--- src/rtl/bus_source_encoder.sv ---
// bus_source_encoder: registered 32-to-5 bus source encoder with contention
// and reserved-source error reporting. Lowest legal strobe index wins.
module bus_source_encoder #(
  parameter int unsigned     NUM_SRC  = 24,
  parameter int unsigned     CNT_W    = 8,
  parameter logic [4:0]      IDLE_SEL = 5'b11111
) (
  input  logic             clock,
  input  logic             clear,
  input  logic [31:0]      src_out,
  input  logic             bus_hold,
  input  logic             err_ack,
  output logic [4:0]       mux_select_signal,
  output logic             bus_valid,
  output logic             conflict,
  output logic             illegal,
  output logic             conflict_sticky,
  output logic [CNT_W-1:0] conflict_count
);

  logic [NUM_SRC-1:0] legalBits;
  logic [31-NUM_SRC:0] rsvdBits;
  logic [4:0]         winIdx;
  logic               anyLegal;
  logic               multiLegal;
  logic               winFound;
  logic [CNT_W-1:0]   countInc;

  assign legalBits = src_out[NUM_SRC-1:0];
  assign rsvdBits  = src_out[31:NUM_SRC];

  // Priority-encode the legal strobes (lowest index wins) and flag contention
  always_comb begin
    winIdx     = IDLE_SEL;
    winFound   = 1'b0;
    anyLegal   = |legalBits;
    // Clearing the lowest set bit leaves something only if two or more were set
    multiLegal = |(legalBits & (legalBits - NUM_SRC'(1)));
    for (int unsigned i = 0; i < NUM_SRC; i++) begin
      if (legalBits[i] && !winFound) begin
        winIdx   = 5'(i);
        winFound = 1'b1;
      end
    end
  end

  // Saturating increment of the conflict counter
  always_comb begin
    countInc = (conflict_count == '1) ? conflict_count : conflict_count + CNT_W'(1);
  end

  // Output and error-log registers; hold freezes everything except the pulses
  always_ff @(posedge clock) begin
    if (!clear) begin
      mux_select_signal <= IDLE_SEL;
      bus_valid         <= 1'b0;
      conflict          <= 1'b0;
      illegal           <= 1'b0;
      conflict_sticky   <= 1'b0;
      conflict_count    <= '0;
    end else if (bus_hold) begin
      conflict <= 1'b0;
      illegal  <= 1'b0;
    end else begin
      mux_select_signal <= anyLegal ? winIdx : IDLE_SEL;
      bus_valid         <= anyLegal;
      conflict          <= multiLegal;
      illegal           <= |rsvdBits;
      // A conflict on the acknowledge edge wins: it restarts the log at one
      if (multiLegal) begin
        conflict_sticky <= 1'b1;
        conflict_count  <= err_ack ? CNT_W'(1) : countInc;
      end else if (err_ack) begin
        conflict_sticky <= 1'b0;
        conflict_count  <= '0;
      end
    end
  end

endmodule
--- config.mk ---
export PLATFORM = sky130hd
export DESIGN_NAME = bus_source_encoder
export DESIGN_NICKNAME = d
export VERILOG_FILES = /design/src/rtl/bus_source_encoder.sv
export SDC_FILE = /design/constraint.sdc
export NUM_CORES = 1
export LEC_CHECK = 0
export CORE_UTILIZATION = 50
export DETAILED_ROUTE_END_ITERATION = 6
export DONT_BUFFER_PORTS = 1
export GPL_ROUTABILITY_DRIVEN = 0
export PLACE_DENSITY = 0.63
export SYNTH_ARGS = -nofsm -noshare
export SYNTH_HDL_FRONTEND = slang
export SYNTH_SLANG_ARGS = --single-unit
--- constraint.sdc ---
create_clock -name clock -period 6 [get_ports clock]
set_input_delay 1.2 -clock clock [delete_from_list [all_inputs] [get_ports clock]]
set_output_delay 1.2 -clock clock [all_outputs]
set_load 0.005 [all_outputs]
After elaboration in Yosys (flattened, before gate mapping)
Cells that the tools add are included.
{"block": "op_classes", "n_addsub": 2, "mul": 0, "n_div": 0, "order_cmp": 0, "eq_ne": 2, "n_shift": 0, "n_mux": 54, "n_bitwise": 3, "n_reduce_logical": 53}
{"cell": "$mux W5", "n": 25}
{"cell": "$reduce_or A24 Y1", "n": 2}
{"cell": "$mux W8", "n": 4}
{"cell": "$mux W1", "n": 25}
{"cell": "$and A24 B24 Y24", "n": 1}
{"cell": "$sub A24 B1 Y24 const B", "n": 1}
{"cell": "$logic_and A1 B1 Y1", "n": 23}
{"cell": "$logic_not A1 Y1", "n": 23}
{"cell": "$add A8 B1 Y8 const B", "n": 1}
{"cell": "$eq A8 B8 Y1 const B", "n": 1}
{"cell": "$reduce_or A8 Y1", "n": 1}
{"cell": "$reduce_and A3 Y1", "n": 1}
{"cell": "$ne A2 B2 Y1 const B", "n": 1}
{"cell": "$not A1 Y1", "n": 2}
{"cell": "$reduce_and A2 Y1", "n": 1}
{"cell": "$reduce_bool A2 Y1", "n": 1}
{"cell": "$reduce_or A2 Y1", "n": 1}
{"block": "totals", "ff_bits": 17, "latchBits": 0, "mem_bits_rw": 0, "mem_bits_ro": 0, "in_bits": 36, "elab_cells": 120, "mem_count": 0}

Longest topological paths before layout
{"block": "depth", "depth_word": 71, "depth_mapped": 8}

Worst setup path before layout
OpenSTA, ideal clock, no wires.
{"block": "synth_timing", "kind": "input port to flip-flop", "start": "in src_out[1]", "end": "reg conflict_count[6]", "arrival_time_ns": 2.893, "required_time_ns": 5.874, "setup_slack_ns": 2.981, "path_stages": 8, "n_path_buf": 1, "cell_sequence": "or4_1 buf_2 o31ai_2 a32o_2 nand4b_4 o21ai_4 or2_4 o31ai_1"}
{"block": "synth_between", "elab_chain_len": 5, "word_cells_on_any_way": 6, "classes_between": "1 x add/sub; 1 x mux; 1 x bitwise; 3 x reduce/logical"}
{"element": "from (decl)", "line": "10", "text": "input logic [31:0] src_out,"}
{"element": "$sub A24 B1 Y24", "line": "38", "text": "multiLegal = |(legalBits & (legalBits - NUM_SRC'(1)));"}
{"element": "$and A24 B24 Y24 *", "line": "38"}
{"element": "$reduce_or A24 Y1 *", "line": "38"}
{"element": "$reduce_bool A2 Y1 (no source line)"}
{"element": "$reduce_and A3 Y1 (no source line)"}
{"element": "to (signal assigned)", "line": "72", "text": "conflict_count <= err_ack ? CNT_W'(1) : countInc;"}
{"element": "to (decl)", "line": "18", "text": "output logic [CNT_W-1:0] conflict_count"}
Mark *: on every way between the ends. The rest lies on a longest branch, timed or not.
A chain may end at the register's enable or synchronous reset.

Worst setup path after layout
{"block": "layout_timing", "start": "in src_out[8]", "end": "reg conflict_count[4]"}
Same word-level chain as after synthesis.

==> flow_summary_export.csv <==
group,metric,value,unit
hold_path,whs_endpoint,"mux_select_signal[0]$_SDFFE_PN1N_",
cts,htreeDepth,1,
cts,path_clk_slew,0.10,ns
sta,clock_skew,0.001294,ns
hold_path,holdCritPathClass,"register to register",
layout,drive_gt1_frac,0.08537,
layout,area_growth,2.896,%
synth,yosys.area.top_type,"dfxtp_1",
synth,ys_top_cells_by_area,"dfxtp_1 26%, nor2_1 5.2%, nand2_1 3.5%",
synth,syn_area_per_cell,7.856,um^2
synth,post-synth-top-count-cell,"nor2_1",
worst_setup_path,r2r_cells,8,
power,ir_drop,0.0001527,V
synth,synth-edff-count,0,
power,p_leak,0.4641,nW
drt,vias_per_cell,6.722,
hold_path,hold_start,"mux_select_signal[0]$_SDFFE_PN1N_",
drt,ant_nets,0,
worst_setup_path,start_kind,"primary input",
sta,finalCritPeriodShare,0.4933,
synth,synthesis.area,1296,um^2
drt,drtIter0Drc,36,
synth,synth.top_cell.area_share,0.2625,
worst_setup_path,worstPathMaxFanout,8,
drt,wl_per_cell,16.64,um
synth,ys_ff_latch,17,
worst_setup_path,path_cells,"nor4_2 -> nand4_1 -> o41ai_1 -> nand4b_4 -> o21ai_4 -> or2_4 -> o21ai_1",
synth,ys_dominant_reg_cell,"dfxtp_1",
run_status,status,"finished clean",
hold_path,hold_depth,1,
layout,fillCellCount,246,
synth,yosysSeqAreaShare,0.2625,
global_route,grt_pass1_wl,4919,um
worst_setup_path,required,6.18,ns
die,core_area,2455,um^2
synth,yosysUniqueCellTypes,52,
layout,antenna_cells,0,
placement,place_inst,190,
cts,cts_hold_buffers,0,
drt,drc,0,
worst_setup_path,timing.rr.start,"conflict_count[0]$_SDFFE_PN0P_",
sta,setup_viol,0,
worst_setup_path,arrival,3.14,ns
global_route,use_met2,0.3523,
worst_setup_path,critPathSlowestCell,"o41ai_1",
synth,ys_warn_count,0,
global_route,grt_max_degree,25,
worst_setup_path,critPathTopFamily,"simple AND/OR/NAND/NOR gates",
global_route,grt_pass1_vias,1108,
sta,period_needed,2.960,ns
die,initial_core_util,0.5280,
synth,syn_inst,165,
placement,port-buffer-count,0,
die,ioPinCount,53,
placement,dpl_cell_area,1306,um^2
layout,final_area,1334,um^2
cts,cts_tree,"built",
global_route,grt_use_met3,0.09195,
sta,max_slew_margin,0.6103,
placement,dp_hpwl,2515,um
cts,cts_num_sinks,17,
cts,cts_setup_buffers,0,
sta,finalSetupTns,0,ns
synth,synth_fp_nets,202,
worst_setup_path,crit_type,"primary input to register",
worst_setup_path,slowest_delay,0.54,ns
cts,cts_root_buffer,"clkbuf_4",
sta,hold_violations,0,
layout,nets,202,
global_route,grt_most_used_layer,"met2",
layout,stdcell_count,194,
drt,first_pass_iters,4,
drt,routed_wl,3228,um
cts,cts_resized,0,
worst_setup_path,r2r_slack,3.82,ns
worst_setup_path,worst_setup_path_end_kind,"register",
die,rows,18,
global_route,grt_use_total,0.2398,
drt,vias,1304,
die,die_y,52.92,um
worst_setup_path,crit_buf_inv,0,
global_route,grt.overflow.total,0,
die,die_x,52.92,um
synth,synth_common_cells,"18 x nor2_1, 17 x dfxtp_1, 12 x nand2_1, 7 x and3_1, 7 x nor4_1",
cts,insertion_delay,0.29,ns
global_route,antenna_found_initial,0,
synth,async_flop_share,0,
sta,worst_pin_slew,0.5771,ns
job,drv_cap,0,
power,powerDensity,158.9,nW/um^2
worst_setup_path,rr_endpoint,"conflict_count[6]$_SDFFE_PN0P_",
global_route,grtUsageMet1,0.3379,
sta,rsz0062_at_grt,"false",
die,die_area,2800,um^2
sta,slew_viol_final,0,
cts,clockBufferDepth,2,
cts,cts_buffers,3,
sta,fmax,0.3379,GHz
## cell usage in the layout (no fill, tap or decap), drive strengths merged, types with 3 or more instances in the layout
cell type and count:
a211oi 4, a21oi 5, a22oi 4, and3 7
clkbuf 3, dfxtp 17, inv 4, nand2 12
nand3 6, nand3b 5, nor2 19, nor2b 4
nor3 3, nor4 8, o2111ai 4, o211ai 4
o21ai 11, o31ai 5, or2 3, or4 4
## stage by stage
stage / worst slack [ns] / hold WS [ns] / util / power [mW]
final: 3.040 / 0.5150 / 0.5433 / 0.2120
after global routing: 2.939 / 0.5415 / 0.5433 / 0.2239
after CTS: 3.067 / 0.5211 / 0.5433 / 0.2146
after detailed placement: 2.747 / 0.4984 / 0.5321 / 0.1529
after global placement: 2.806 / 0.4877 / 0.5321 / 0.1520
after floorplan: 2.981 / 0.4666 / - / 0.1507
## metal layers
| layer | wire (um) | vias up |
|---|---|---|
| met5 | 0 | - |
| met4 | 0 | 0 |
| met3 | 251 | 0 |
| met2 | 1440 | 47 |
| met1 | 1535 | 606 |
| li1 | - | 651 |
## worst register-to-register path, stage by stage (launching register included)
cell and delay, ns:
dfxtp_1 0.40, ha_1 0.28, and3_1 0.22, and3_1 0.21, and3_1 0.23, nor2_1 0.18, o21ai_4 0.12, or2_4 0.27
o31ai_1 0.21
## worst max path at each step
stage | from | endpoint | slack (ns) | depth (start not counted)
6_report | src_out[8] | conflict_count[4]$_SDFFE_PN0P_ | 3.04 | 7
5_1_grt | src_out[8] | conflict_count[4]$_SDFFE_PN0P_ | 2.94 | 7
4_1_cts | src_out[8] | conflict_count[4]$_SDFFE_PN0P_ | 3.07 | 7
3_5_place_dp | src_out[8] | conflict_count[4]$_SDFFE_PN0P_ | 2.75 | 7
3_3_place_gp | src_out[1] | conflict_count[6]$_SDFFE_PN0P_ | 2.81 | 7
2_1_floorplan | src_out[1] | conflict_count[6]$_SDFFE_PN0P_ | 2.98 | 8
## logic make-up after synthesis
group                      Yosys count  synth area share
and+or+nand+nor                     79            0.3475
AOI/OAI and AO/OA                   56            0.3292
DFF                                 17            0.2626
buffers and inverters               10           0.03570
muxes                                2           0.01544
adders and majority gates            1          0.009651
## sequential cells by signal (all words and copies together), names as in the netlist
register / flops
conflict_count: 8
mux_select_signal: 5
illegal: 1
bus_valid: 1
conflict: 1
conflict_sticky: 1
## layout make-up
type / instances / area, um^2 / area share
inverter: 5 / 18.77 / 0.01407
clock buffer: 3 / 22.52 / 0.01689
sequential: 17 / 340.3 / 0.2552
clock inverter: 1 / 5.005 / 0.003752
multi-input combinational: 138 / 909.6 / 0.6820
tap: 30 / 37.54 / 0.02814
## report_power, final
group	switching (mW)	internal, mW	total (mW)
Clock	0.0371	0.0248	0.0619
Sequential	0.00406	0.118	0.122
Combinational	0.0140	0.0143	0.0283
Total	0.0551	0.157	0.212
No activity file was read; power rests on OpenSTA's default activity.
